### config.mk
export PLATFORM = sky130hd
export DESIGN_NAME = hvsync_generator_flat
export DESIGN_NICKNAME = d
export VERILOG_FILES = /design/src/rtl/video_timing_pkg.sv /design/src/rtl/hvsync_generator_if.sv /design/src/rtl/video_axis_counter.sv /design/src/rtl/hvsync_generator.sv /design/src/flat_wrapper.sv
export SDC_FILE = /design/constraint.sdc
export NUM_CORES = 1
export LEC_CHECK = 0
export ABC_AREA = 0
export CELL_PAD_IN_SITES_DETAIL_PLACEMENT = 2
export CELL_PAD_IN_SITES_GLOBAL_PLACEMENT = 2
export CORE_ASPECT_RATIO = 0.75
export CORE_MARGIN = 2
export CORE_UTILIZATION = 33
export DETAILED_ROUTE_END_ITERATION = 16
export PLACE_DENSITY_LB_ADDON = 0.1
export SYNTH_ARGS = -nofsm -noshare
export SYNTH_HDL_FRONTEND = slang
export SYNTH_SLANG_ARGS = --single-unit
### constraint.sdc
create_clock -name clk -period 3.25 [get_ports clk]
set_clock_uncertainty 0.2 [all_clocks]
set_input_delay 0.65 -clock clk [delete_from_list [all_inputs] [get_ports clk]]
set_output_delay 0.65 -clock clk [all_outputs]
set_load 0.01 [all_outputs]
### src/rtl/video_timing_pkg.sv
// Shared video timing constants and coordinate type for the game display path.
package video_timing_pkg;

  typedef logic [8:0] coord_t;

  localparam int unsigned COORD_LIMIT = 511;

  localparam int unsigned DEF_H_DISPLAY = 256;
  localparam int unsigned DEF_H_BACK    = 23;
  localparam int unsigned DEF_H_FRONT   = 7;
  localparam int unsigned DEF_H_SYNC    = 23;
  localparam int unsigned DEF_V_DISPLAY = 240;
  localparam int unsigned DEF_V_TOP     = 5;
  localparam int unsigned DEF_V_BOTTOM  = 14;
  localparam int unsigned DEF_V_SYNC    = 3;

  localparam int unsigned DEF_H_SYNC_START = DEF_H_DISPLAY + DEF_H_FRONT;
  localparam int unsigned DEF_H_SYNC_END   = DEF_H_SYNC_START + DEF_H_SYNC - 1;
  localparam int unsigned DEF_H_MAX        = DEF_H_DISPLAY + DEF_H_BACK + DEF_H_FRONT + DEF_H_SYNC - 1;
  localparam int unsigned DEF_V_SYNC_START = DEF_V_DISPLAY + DEF_V_BOTTOM;
  localparam int unsigned DEF_V_SYNC_END   = DEF_V_SYNC_START + DEF_V_SYNC - 1;
  localparam int unsigned DEF_V_MAX        = DEF_V_DISPLAY + DEF_V_TOP + DEF_V_BOTTOM + DEF_V_SYNC - 1;

endpackage

### src/rtl/hvsync_generator_if.sv
// Beam coordinate / sync bundle driven by hvsync_generator, read by renderers.
interface hvsync_generator_if;
  import video_timing_pkg::*;

  coord_t hpos;
  coord_t vpos;
  logic   hsync;
  logic   vsync;
  logic   display_on;

  modport master (output hpos, vpos, hsync, vsync, display_on);
  modport slave  (input  hpos, vpos, hsync, vsync, display_on);
endinterface

### src/rtl/video_axis_counter.sv
// One timing axis: wrapping position counter, registered sync window flag,
// and a terminal-count flag that chains to the next axis.
module video_axis_counter
  import video_timing_pkg::*;
#(
  parameter int unsigned MAX             = DEF_H_MAX,
  parameter int unsigned SYNC_START      = DEF_H_SYNC_START,
  parameter int unsigned SYNC_END        = DEF_H_SYNC_END,
  parameter bit          SYNC_ACTIVE_LOW = 1'b0
) (
  input  logic   clk,
  input  logic   rst_n,
  input  logic   i_en,
  output coord_t o_pos,
  output logic   o_sync,
  output logic   o_tc
);

  coord_t r_pos;
  logic   r_sync;
  logic   w_tc;
  logic   w_in_win;

  assign w_tc     = (r_pos == coord_t'(MAX));
  assign w_in_win = (r_pos >= coord_t'(SYNC_START)) && (r_pos <= coord_t'(SYNC_END));

  // Sync samples the window every clock, independent of the enable, so the
  // vertical pulse tracks vpos with a single clock of lag.
  always_ff @(posedge clk or negedge rst_n) begin
    if (!rst_n) begin
      r_pos  <= '0;
      r_sync <= SYNC_ACTIVE_LOW;
    end else begin
      r_sync <= w_in_win ^ SYNC_ACTIVE_LOW;
      if (i_en) begin
        r_pos <= w_tc ? '0 : r_pos + coord_t'(1);
      end
    end
  end

  assign o_pos  = r_pos;
  assign o_sync = r_sync;
  assign o_tc   = w_tc;

endmodule

### src/rtl/hvsync_generator.sv
// Free-running video timing generator (hpos/vpos, hsync/vsync, display_on).
// Define HVSYNC_ACTIVE_LOW_SYNC_EN for active-low sync pulses that idle high.
module hvsync_generator
  import video_timing_pkg::*;
#(
  parameter int unsigned H_DISPLAY = DEF_H_DISPLAY,
  parameter int unsigned H_BACK    = DEF_H_BACK,
  parameter int unsigned H_FRONT   = DEF_H_FRONT,
  parameter int unsigned H_SYNC    = DEF_H_SYNC,
  parameter int unsigned V_DISPLAY = DEF_V_DISPLAY,
  parameter int unsigned V_TOP     = DEF_V_TOP,
  parameter int unsigned V_BOTTOM  = DEF_V_BOTTOM,
  parameter int unsigned V_SYNC    = DEF_V_SYNC
) (
  input  logic               clk,
  input  logic               reset,
  hvsync_generator_if.master vid
);

  localparam int unsigned H_SYNC_START = H_DISPLAY + H_FRONT;
  localparam int unsigned H_SYNC_END   = H_SYNC_START + H_SYNC - 1;
  localparam int unsigned H_MAX        = H_DISPLAY + H_BACK + H_FRONT + H_SYNC - 1;
  localparam int unsigned V_SYNC_START = V_DISPLAY + V_BOTTOM;
  localparam int unsigned V_SYNC_END   = V_SYNC_START + V_SYNC - 1;
  localparam int unsigned V_MAX        = V_DISPLAY + V_TOP + V_BOTTOM + V_SYNC - 1;

`ifdef HVSYNC_ACTIVE_LOW_SYNC_EN
  localparam bit SYNC_ACTIVE_LOW = 1'b1;
`else
  localparam bit SYNC_ACTIVE_LOW = 1'b0;
`endif

  if ((H_MAX > COORD_LIMIT) || (V_MAX > COORD_LIMIT)) begin : g_range_check
    $error("hvsync_generator: H_MAX/V_MAX exceed 9-bit coordinate range");
  end

  coord_t w_hpos;
  coord_t w_vpos;
  logic   w_hsync;
  logic   w_vsync;
  logic   w_h_tc;
  logic   w_unused_v_tc;

  video_axis_counter #(
    .MAX             (H_MAX),
    .SYNC_START      (H_SYNC_START),
    .SYNC_END        (H_SYNC_END),
    .SYNC_ACTIVE_LOW (SYNC_ACTIVE_LOW)
  ) u_h_axis (
    .clk    (clk),
    .rst_n  (reset),
    .i_en   (1'b1),
    .o_pos  (w_hpos),
    .o_sync (w_hsync),
    .o_tc   (w_h_tc)
  );

  video_axis_counter #(
    .MAX             (V_MAX),
    .SYNC_START      (V_SYNC_START),
    .SYNC_END        (V_SYNC_END),
    .SYNC_ACTIVE_LOW (SYNC_ACTIVE_LOW)
  ) u_v_axis (
    .clk    (clk),
    .rst_n  (reset),
    .i_en   (w_h_tc),
    .o_pos  (w_vpos),
    .o_sync (w_vsync),
    .o_tc   (w_unused_v_tc)
  );

  assign vid.hpos       = w_hpos;
  assign vid.vpos       = w_vpos;
  assign vid.hsync      = w_hsync;
  assign vid.vsync      = w_vsync;
  assign vid.display_on = (w_hpos < coord_t'(H_DISPLAY)) && (w_vpos < coord_t'(V_DISPLAY));

endmodule

### src/flat_wrapper.sv
// flat-port wrapper written by rule: the top's interface ports become plain ports
module hvsync_generator_flat import video_timing_pkg::*;
#(
  parameter int unsigned H_DISPLAY = DEF_H_DISPLAY,
  parameter int unsigned H_BACK    = DEF_H_BACK,
  parameter int unsigned H_FRONT   = DEF_H_FRONT,
  parameter int unsigned H_SYNC    = DEF_H_SYNC,
  parameter int unsigned V_DISPLAY = DEF_V_DISPLAY,
  parameter int unsigned V_TOP     = DEF_V_TOP,
  parameter int unsigned V_BOTTOM  = DEF_V_BOTTOM,
  parameter int unsigned V_SYNC    = DEF_V_SYNC
)
  (clk, reset, vid_hpos, vid_vpos, vid_hsync, vid_vsync, vid_display_on);
  hvsync_generator_if vid_i ();
  input  logic clk;
  input  logic reset;
  output wire logic [$bits(vid_i.hpos)-1:0] vid_hpos;
  output wire logic [$bits(vid_i.vpos)-1:0] vid_vpos;
  output wire logic [$bits(vid_i.hsync)-1:0] vid_hsync;
  output wire logic [$bits(vid_i.vsync)-1:0] vid_vsync;
  output wire logic [$bits(vid_i.display_on)-1:0] vid_display_on;
  assign vid_hpos = vid_i.hpos;
  assign vid_vpos = vid_i.vpos;
  assign vid_hsync = vid_i.hsync;
  assign vid_vsync = vid_i.vsync;
  assign vid_display_on = vid_i.display_on;
  hvsync_generator #(.H_DISPLAY(H_DISPLAY), .H_BACK(H_BACK), .H_FRONT(H_FRONT), .H_SYNC(H_SYNC), .V_DISPLAY(V_DISPLAY), .V_TOP(V_TOP), .V_BOTTOM(V_BOTTOM), .V_SYNC(V_SYNC)) u_core (.clk(clk), .reset(reset), .vid(vid_i));
endmodule
==> run_results.csv <==
group,metric,value,unit
status,outcome,"complete, no violations",
critical_path,path_class,"flop to output port",
layout,num_antenna_cells,0,
clock_network,htreeDepth,1,
global_routing,grt_max_degree,21,
synthesis,ys_async_sr_fraction,100,%
floorplanning,die_area,0.00374,mm2
route,wl_per_cell,17.8,um
worst_hold_path,min_path_cells,1,
floorplanning,core_region_area,0.00302,mm2
timing,finalHoldViolCount,0,
global_routing,grt.total_usage,18.5,%
timing,setup_ws,657,ps
clock_network,post_cts_buffers,0,
timing,fin_crit_sh,79.8,%
critical_path,endpoint,"vid_display_on",
clock_network,cts_sinks,20,
timing,slew_violations,0,
placement,place_hpwl,2210,um
route,vias_per_cell,5.36,
synthesis,synthTopCellsByArea,"dfrtp_1 47%, ha_1 7.0%, xor2_1 4.9%",
route,drtAntennaViolNets,0,
floorplanning,initial_core_util,35.6,%
floorplanning,die_h,53.5,um
clock_network,cts_buffer_depth,2,
timing,setup-tns-final,0,ps
clock_network,clk_pin_slew_worst_paths,70,ps
layout,nNetsFinal,142,
synthesis,yosys_most_used_dff,"dfrtp_1",
route,vias,912,
global_routing,grt_pass1_vias,993,
critical_path,rrSetupSlack,1150,ps
placement,preCtsSetupSlack,978,ps
critical_path,cp.required,2400,ps
layout,syn_to_final_growth,28.7,%
synthesis,yosys_warnings,0,
synthesis,synthDistinctLibCells,32,
critical_path,arrival,1740,ps
timing,relSlewSlack,55.4,%
synthesis,syn_area_per_cell,10.1,um2
route,drt_pass1_iterations,4,
clock_network,clock_latency,250,ps
critical_path,start_kind,"flop",
timing,timing.fmax,386,MHz
critical_path,timing.rr.start,"u_core.u_h_axis.o_pos[0]",
floorplanning,ioPinCount,23,
critical_path,critPathCaptureType,"output port",
clock_network,cts_hold_buf,0,
critical_path,critPathLaunch,"u_core.u_v_axis.o_pos[4]",
clock_network,cts_root_buf,"clkbuf_8",
route,drc,0,
layout,final_cell_count_no_fill,170,
power_and_ir_drop,ir_drop,0.000271,V
global_routing,grt_antenna_before_repair,0,
timing,finalSetupViolations,0,
clock_network,cts_tree,"yes",
synthesis,synth_seq_cells,20,
clock_network,ctsResizeCount,0,
power_and_ir_drop,power_density,300,mW/mm2
synthesis,netlist_instances,107,
synthesis,synth_edf_count,0,
floorplanning,die_w,69.9,um
critical_path,cp_max_fo,7,
timing,max_slew.worst_pin.slew,662,ps
synthesis,synth_seq_area_share,46.5,%
synthesis,synth_nets,115,
placement,gp_congestion,0.765,
route,drt_wl_total,3030,um
worst_hold_path,min_path_type,"flop to flop",
synthesis,yosysTopAreaCellShare,46.5,%
synthesis,syn-cell-area,0.00108,mm2
critical_path,r2r-end,"u_core.u_v_axis.o_pos[6]",
global_routing,grt_pass1_wl,5130,um
placement,port_buffers,22,
timing,fin_crit,2590,ps
timing,rsz0062_at_grt,"false",
layout,drive_gt1_share,8.33,%
critical_path,r2r_cells,6,
clock_network,cts_buffers,3,
run,max_cap_violations,0,
power_and_ir_drop,p_leak,0.605,nW
placement,place_inst,167,
route,drtIter0Drc,12,
synthesis,synth_area_leader_cell,"dfrtp_1",
global_routing,grt_overflow,0,
power_and_ir_drop,fin_total_pwr,0.000416,W
floorplanning,rows,17,
## logic make-up (layout without fill, tap and decap cells)
logic type / count (synthesis) / count (layout) / share of synthesized area, %
AOI/OAI and AO/OA: 14 / 14 / 7.79
xor gates and xnor gates: 9 / 9 / 7.33
adders and majority gates: 6 / 6 / 6.98
buffers and inverters: 6 / 31 / 2.44
DFF: 20 / 20 / 46.5
muxes: 1 / 1 / 0.930
and+or+nand+nor: 51 / 51 / 28.0
## sequential cells by signal, summed over array words and instances, names as in the netlist
register	count
u_core.u_v_axis.o_pos	9
u_core.u_h_axis.o_sync	1
u_core.u_h_axis.o_pos	9
u_core.u_v_axis.o_sync	1
## final cells by class
type                       count  area [um2]
inverter                       5        18.8
sequential                    20         500
clock buffer                   3        41.3
timing repair buffer          23         228
tap                           38        47.5
multi-input combinational     81         549
fill                         337        1640
## cell usage in the layout (no fill, tap or decap), drive strengths merged, types with 2 or more instances in the layout
master and count:
clkbuf 3, dfrtp 20, xor2 6, nand2 14
nand3 8, and2 2, ha 6, and4b 2
a21oi 3, o21ai 7, nor2 12, clkdlybuf4s50 22
xnor2 3, inv 5, or3 2, nor4 4
nand4 2
## through the flow
step,util [%],cell area [um2],hold WS [ps]
after global routing,45.9,1390,385
after floorplan,-,1080,154
final,45.9,1390,365
after detailed placement,44.5,1340,347
after global placement,44.5,1340,325
after CTS,45.9,1390,369
## per-layer routing
metal	track usage, %	vias to the layer above	part of all wire (%)
li1	-	427	-
met1	23.7	463	48
met2	31.1	18	47
met3	5.14	4	4.0
met4	4.49	0	0.69
met5	0	-	0
## where the power goes
part	switching, W	internal (W)
Sequential	0	0.000249
Clock	0.0000780	0.0000825
Combinational	0.00000492	0.00000184
## critical path: stages (launching register included)
cell and delay (ps):
dfrtp_1 450, nand4_1 250, nor3b_1 220, clkdlybuf4s50_1 570
## Yosys cell counts, types with 2 or more instances
cell type	number
nand3_1	8
xor2_1	6
nor2_1	12
o21ai_1	2
nor4_1	2
dfrtp_1	20
a21oi_1	3
o21ai_0	5
xnor2_1	3
and2_1	2
ha_1	6
nand2_1	12
or3_1	2
inv_1	5
nand4_1	2
## worst min path at each step
stage,from,slack [ps],end
finish,u_core.u_v_axis.o_pos[7],360,u_core.u_v_axis.o_pos[7]
global route,u_core.u_v_axis.o_pos[7],380,u_core.u_v_axis.o_pos[7]
CTS,u_core.u_v_axis.o_pos[7],370,u_core.u_v_axis.o_pos[7]
detailed placement,u_core.u_v_axis.o_pos[5],350,u_core.u_v_axis.o_pos[5]
global placement,u_core.u_v_axis.o_pos[5],320,u_core.u_v_axis.o_pos[5]
floorplan,reset,150,u_core.u_h_axis.o_pos[0]
Note: power is estimated with default switching activity, not from simulation.
